[config.mk]
export PLATFORM = sky130hd
export DESIGN_NAME = rc4_prga_decrypt
export DESIGN_NICKNAME = d
export VERILOG_FILES = /design/src/rtl/rc4_prga_decrypt.sv
export SDC_FILE = /design/constraint.sdc
export NUM_CORES = 1
export LEC_CHECK = 0
export CAP_MARGIN = 0
export CORE_UTILIZATION = 40
export DETAILED_ROUTE_END_ITERATION = 7
export PLACE_DENSITY_LB_ADDON = 0.05
export SYNTH_ARGS = -nofsm -noshare
export SYNTH_HDL_FRONTEND = slang
export SYNTH_SLANG_ARGS = --single-unit
[constraint.sdc]
create_clock -name clk -period 6.15 [get_ports clk]
set_clock_uncertainty 0.15 [all_clocks]
set_input_delay 1.23 -clock clk [delete_from_list [all_inputs] [get_ports clk]]
set_output_delay 1.23 -clock clk [all_outputs]
set_load 0.01 [all_outputs]
[src/rtl/rc4_prga_decrypt.sv]
// rc4_prga_decrypt: RC4 keystream generation over a pre-scheduled S-box, XOR-decrypting MSG_LEN ROM bytes into a message RAM.
module rc4_prga_decrypt #(
  parameter int MSG_LEN = 32
) (
  input  logic       clk,
  input  logic       reset,
  input  logic       start,
  output logic       finish,
  output logic [7:0] s_address,
  input  logic [7:0] s_q,
  output logic [7:0] s_data,
  output logic       s_wren,
  output logic [4:0] rom_address,
  input  logic [7:0] rom_q,
  output logic [4:0] d_address,
  output logic [7:0] d_data,
  output logic       d_wren
);
  typedef enum logic [3:0] {
    IDLE, INC_I, RD_SI, CAP_SI, RD_SJ, CAP_SJ, WR_SI, WR_SJ, RD_F, CAP_F, WR_D, DONE
  } state_t;
  localparam logic [4:0] LAST = 5'(MSG_LEN - 1);
  state_t     r_state, w_next;
  logic [7:0] r_i, r_j, r_si, r_sj, r_f, w_sum;
  logic [4:0] r_k;
  logic       w_run;
  assign w_sum = r_si + r_sj;
  assign w_run = !reset;
  always_comb begin
    w_next = (r_state == IDLE)  ? (start ? INC_I : IDLE) :
             (r_state == WR_D)  ? ((r_k == LAST) ? DONE : INC_I) :
             (r_state == DONE)  ? (start ? DONE : IDLE) :
             state_t'(r_state + 4'd1);
  end
  always_ff @(posedge clk) begin
    if (reset) begin
      r_state <= IDLE;
      r_i     <= '0;
      r_j     <= '0;
      r_k     <= '0;
      r_si    <= '0;
      r_sj    <= '0;
      r_f     <= '0;
    end else begin
      r_state <= w_next;
      case (r_state)
        IDLE: if (start) begin
          r_i <= '0;
          r_j <= '0;
          r_k <= '0;
        end
        INC_I:  r_i <= r_i + 8'd1;
        CAP_SI: begin
          r_si <= s_q;
          r_j  <= r_j + s_q;
        end
        CAP_SJ: r_sj <= s_q;
        CAP_F:  r_f <= s_q;
        WR_D:   if (r_k != LAST) r_k <= r_k + 5'd1;
        default: ;
      endcase
    end
  end
  // Outputs are decoded from state and forced low during reset so no write can land in the reset clock.
  assign finish      = w_run && (r_state == DONE);
  assign s_wren      = w_run && (r_state == WR_SI || r_state == WR_SJ);
  assign s_address   = !w_run ? '0 :
                       (r_state == RD_SI || r_state == WR_SI) ? r_i :
                       (r_state == RD_SJ || r_state == WR_SJ) ? r_j :
                       (r_state == RD_F) ? w_sum : '0;
  assign s_data      = !w_run ? '0 : (r_state == WR_SI) ? r_sj : (r_state == WR_SJ) ? r_si : '0;
  assign rom_address = (w_run && (r_state == RD_F || r_state == CAP_F || r_state == WR_D)) ? r_k : '0;
  assign d_wren      = w_run && (r_state == WR_D);
  assign d_address   = d_wren ? r_k : '0;
  assign d_data      = d_wren ? (r_f ^ rom_q) : '0;
endmodule

# Yosys cells after proc, flatten, opt, wreduce, memory -nomap -nowiden
# Cells that the tools add are included.
# totals
wordCells	67
regBits	49
# classes
bitwise_logic	1
n_addsub	5
n_eq_ne	15
reduce_logical	17
muxes	22
# op_table
operator	n
8-bit two-way mux	9
8-bit one-hot mux with 2 select lines	2
4-bit two-way mux	5
5-bit two-way mux	4
8-bit adder	2
4-bit by 3-bit equality test with 1-bit output (second input constant)	4
4-bit equality test (second input constant)	4
5-bit one-hot mux with 2 select lines	1
8-bit by 1-bit adder with 8-bit output (second input constant)	1
4-bit by 2-bit equality test with 1-bit output (second input constant)	2
8-bit bitwise XOR	1
2-bit nonzero test	3
5-bit by 1-bit adder with 5-bit output (second input constant)	1
5-bit equality test (second input constant)	1
1-bit logical OR	5
5-bit != test (second input constant)	1
4-bit by 1-bit adder with 4-bit output (second input constant)	1
4-bit by 1-bit equality test with 1-bit output (second input constant)	1
1-bit logical AND	4
4-bit zero test	1
2-bit AND reduction	2
3-bit AND reduction	1
2-bit by 1-bit != test with 1-bit output (second input constant)	1
2-bit != test (second input constant)	1
other kinds (2)	2

# Depth between registers and ports, before layout
# logic_depth
ltp_word	5
depth_mapped	9
depth_no_buf	8

# Worst setup path before layout
# Ideal clock, no wire load.
# synth_path
path_type	input to output
from	input reset
to	output s_address[5]
path_buffers	0
arrival_ns	2.187
stages	4
slack_ns	2.583
cell_sequence	nor3b_2 nand2_1 a2111oi_0 or3b_1
# synth_between
elab_chain_cells	1
# synth_lines
element	line_no	rtl
start: declaration	6	input logic reset,
8-bit two-way mux	67	assign s_address = !w_run ? '0 :
end: declaration	9	output logic [7:0] s_address,
# Every way passes these cells.

# Worst setup path in the final report
# Ends and elaborated chain as after synthesis.

==> summary by stage <==
Cells and area
In the final layout, the share of cells above drive strength 1 is 0.0392. The non-filler instance count after layout is 561. The repair_antennas step left the layout with diodes totalling 0.

The area growth from synthesis to layout is 21.8%. The net count of the finished layout is 500. The cell area after layout is 3880 µm².

Clock network
After clock tree synthesis, the repair step resized 0 gates. The number of buffers added by the clock tree synthesis step is 5. In this run the clock root is driven by a sky130_fd_sc_hd__clkbuf_8.

In this run the number of H-tree levels came out at 2. The number of sinks driven by the clock tree is 49. The maximum clock insertion buffer count is 2. The CTS tree is built.

The quantity of hold-fixing buffers added after cts is 0. The clock latency on the worst-skew pair is 0.31 ns. The number of setup buffers added after CTS is 0. The CTS clock-pin slew for the worst setup and hold paths is 0.09 ns.

Global route
In the global route stage, overall resource usage came out at 0.215. The via count of the first global-routing pass was 2807. The global-route wire length before repair is 14200 µm.

Entering global routing, the biggest net connects 60 pins. Summed over all layers, the global routing overflow is 0. The number of antenna violations at the first check in global routing came to 0.

Timing
The worst pin sits at a relative slew slack of 0.588. Setup repair after global routing left no endpoint under its margin. The ratio of final minimum period to clock period is 0.739. The count of pins over their slew limit is 0.

Setup violations remaining at the end of the flow were counted as 0. For this run, the top clock speed supported by timing is 220 MHz. Counting I/O delays and the setup requirement, the final critical path takes 4.55 ns. The hold violation count in the final report came to 0. The final setup TNS is 0 ns. For the pin with the worst max-slew slack, the measured transition is 0.616 ns.

Power
Dividing total power by cell area gives a power density of 150 nW/µm². The reported leakage power is 1.44 nW. The worst-case IR drop observed on VDD is 0.102 mV.

Placed design
Once placement completed, the tool counted placed cells totaling 553. After detailed placement, the total cell area comes to 3790 µm². Routability-driven placement finished with a final weighted congestion of 0.871. Buffers placed on the I/O ports in this run total 55. The detailed placer's ending HPWL is 6410 µm.

Synth
The dominant synthesized flop cell is sky130_fd_sc_hd__dfxtp_1. Yosys instantiated no cell more often than sky130_fd_sc_hd__nand2_1. The post-synthesis async set-or-reset flop share is 0.

Synthesis inferred 49 register bits. The total standard cell area after synthesis is 3190 µm². The number of standard cells after synthesis is 413. The netlist uses 54 different library cells. The share of the Yosys chip area taken by registers is 0.308. After synthesis, the cell types taking the most area are sky130_fd_sc_hd__dfxtp_1 31%, sky130_fd_sc_hd__ha_1 8.2%, sky130_fd_sc_hd__a21oi_1 6.1%, sky130_fd_sc_hd__nand2_1 6.1%, sky130_fd_sc_hd__nor2_1 5.7%. Sorting the synthesized cells by how often they occur yields 52 x sky130_fd_sc_hd__nand2_1, 49 x sky130_fd_sc_hd__dfxtp_1, 48 x sky130_fd_sc_hd__nor2_1, 39 x sky130_fd_sc_hd__a21oi_1, 25 x sky130_fd_sc_hd__nand3_1. The share of the synthesized area in the top cell type is 0.308.

The total of warnings raised by yosys is 0. Averaged over all synthesized cells, the footprint is 7.72 µm². The count of flip-flops with a built-in enable after synthesis is 0. The net count after synthesis is 455. The synthesized design spends more area on one cell type than any other, namely sky130_fd_sc_hd__dfxtp_1.

Critical path
The data arrival time of the critical path is 3.17 ns. The endpoint type of the worst setup path is a primary output. The type of the setup path with the least slack is in2out. For the worst setup path, the data required time is 4.77 ns. The worst setup path is launched from a primary input. The maximum fanout encountered on the critical timing path is 10.

Drt
Dividing the detail-routed wire length by the instance count gives 15.4 µm. Using the TritonRoute via totals, the vias-per-cell ratio works out to 5.30. After detailed routing, the number of remaining DRC violations is 0. Wires add up to 8640 µm. The routed layout has 2974 vias. The pre-antenna-repair detailed-routing pass consisted of 4 iterations. The remaining number of nets flagged by the antenna check after routing is 0. The detailed router's first-iteration violation count is 182.

Floorplanning
From left edge to right edge, the die measures 91.3 µm. 56 I/O pins were placed. The die covers 8330 µm². The region available for standard cell placement spans 7730 µm². The initial core utilization is 0.412. The die is 91.3 µm tall. In this run the core area contains 32 standard-cell rows.

Run
Max-cap violations in this run came to 0.

Run status
The run finished with clean final reports.

Worst hold path
The path class of the tightest hold or removal check is reg2reg.
sequential cells by signal, summed over array words and instances (netlist names):
signal,flops
r_f,8
r_i,8
r_j,8
r_k,5
r_si,8
r_sj,8
r_state,4
metrics by stage:
stage                      util  power [mW]  setup WS [ns]  hold slack (ns)
after floorplan               -       0.367           2.58            0.299
after global placement    0.491       0.393           1.70            0.313
after detailed placement  0.491       0.393           1.64            0.315
after CTS                 0.502       0.588           1.63            0.329
after global routing      0.502       0.605           1.49            0.339
final                     0.502       0.581           1.60            0.325
worst paths after layout:
| check | startpoint | endpoint | slack, ns | depth (start not counted) |
|---|---|---|---|---|
| worst max-delay path | reset | s_address[5] | 1.60 | 6 |
| worst min-delay path | r_f[0] | r_f[0] | 0.33 | 2 |
| worst max register to register | r_state[0] | r_j[6] | 3.66 | 5 |
| worst min register to register | r_f[0] | r_f[0] | 0.33 | 2 |
worst max-delay path: stages:
cell and delay [ns]:
sky130_fd_sc_hd__buf_2 0.12, sky130_fd_sc_hd__nor3b_2 0.52, sky130_fd_sc_hd__nand2_1 0.20, sky130_fd_sc_hd__a2111oi_0 0.39, sky130_fd_sc_hd__or3b_1 0.18, sky130_fd_sc_hd__clkdlybuf4s50_1 0.53
cell type report:
cell class | instances | area (µm²)
clock buffers | 5 | 68.8
clock inverters | 3 | 17.5
repair buffers | 59 | 576
multi-input cells | 330 | 2060
well taps | 102 | 128
fillers | 780 | 3850
flip-flops and latches | 49 | 981
inverters | 13 | 48.8
placed cells by master (no fill, tap or decap), types with 11 or more instances in the layout:
cell,instances
sky130_fd_sc_hd__inv_1,13
sky130_fd_sc_hd__clkdlybuf4s50_1,54
sky130_fd_sc_hd__xor2_1,11
sky130_fd_sc_hd__nand3_1,25
sky130_fd_sc_hd__nor3_1,13
sky130_fd_sc_hd__a21oi_1,39
sky130_fd_sc_hd__nor2_1,48
sky130_fd_sc_hd__ha_1,21
sky130_fd_sc_hd__dfxtp_1,49
sky130_fd_sc_hd__nand2_1,52
sky130_fd_sc_hd__xnor2_1,15
logic make-up (layout without fill, tap and decap cells):
group | after synthesis | after routing | synth area share
adders and majority gates | 23 | 23 | 0.0950
AOI/OAI and AO/OA | 92 | 92 | 0.183
buffers and inverters | 34 | 80 | 0.0452
muxes | 5 | 5 | 0.0161
xor gates and xnor gates | 26 | 26 | 0.0715
DFF | 49 | 49 | 0.308
and+or+nand+nor | 184 | 184 | 0.282
per-layer routing:
layer,share of wire,vias to the layer above,GRT usage
met5,0,-,0
li1,-,1543,-
met1,0.51,1363,0.319
met4,0.011,0,0.0489
met2,0.43,61,0.328
met3,0.050,7,0.0268
report_power, final:
group / internal (mW) / leakage, nW / switching [mW]
Clock: 0.0789 / 0.0439 / 0.116
Combinational: 0.0256 / 1.01 / 0.0398
Sequential: 0.319 / 0.395 / 0.00192
No activity file was read; power rests on OpenSTA's default activity.
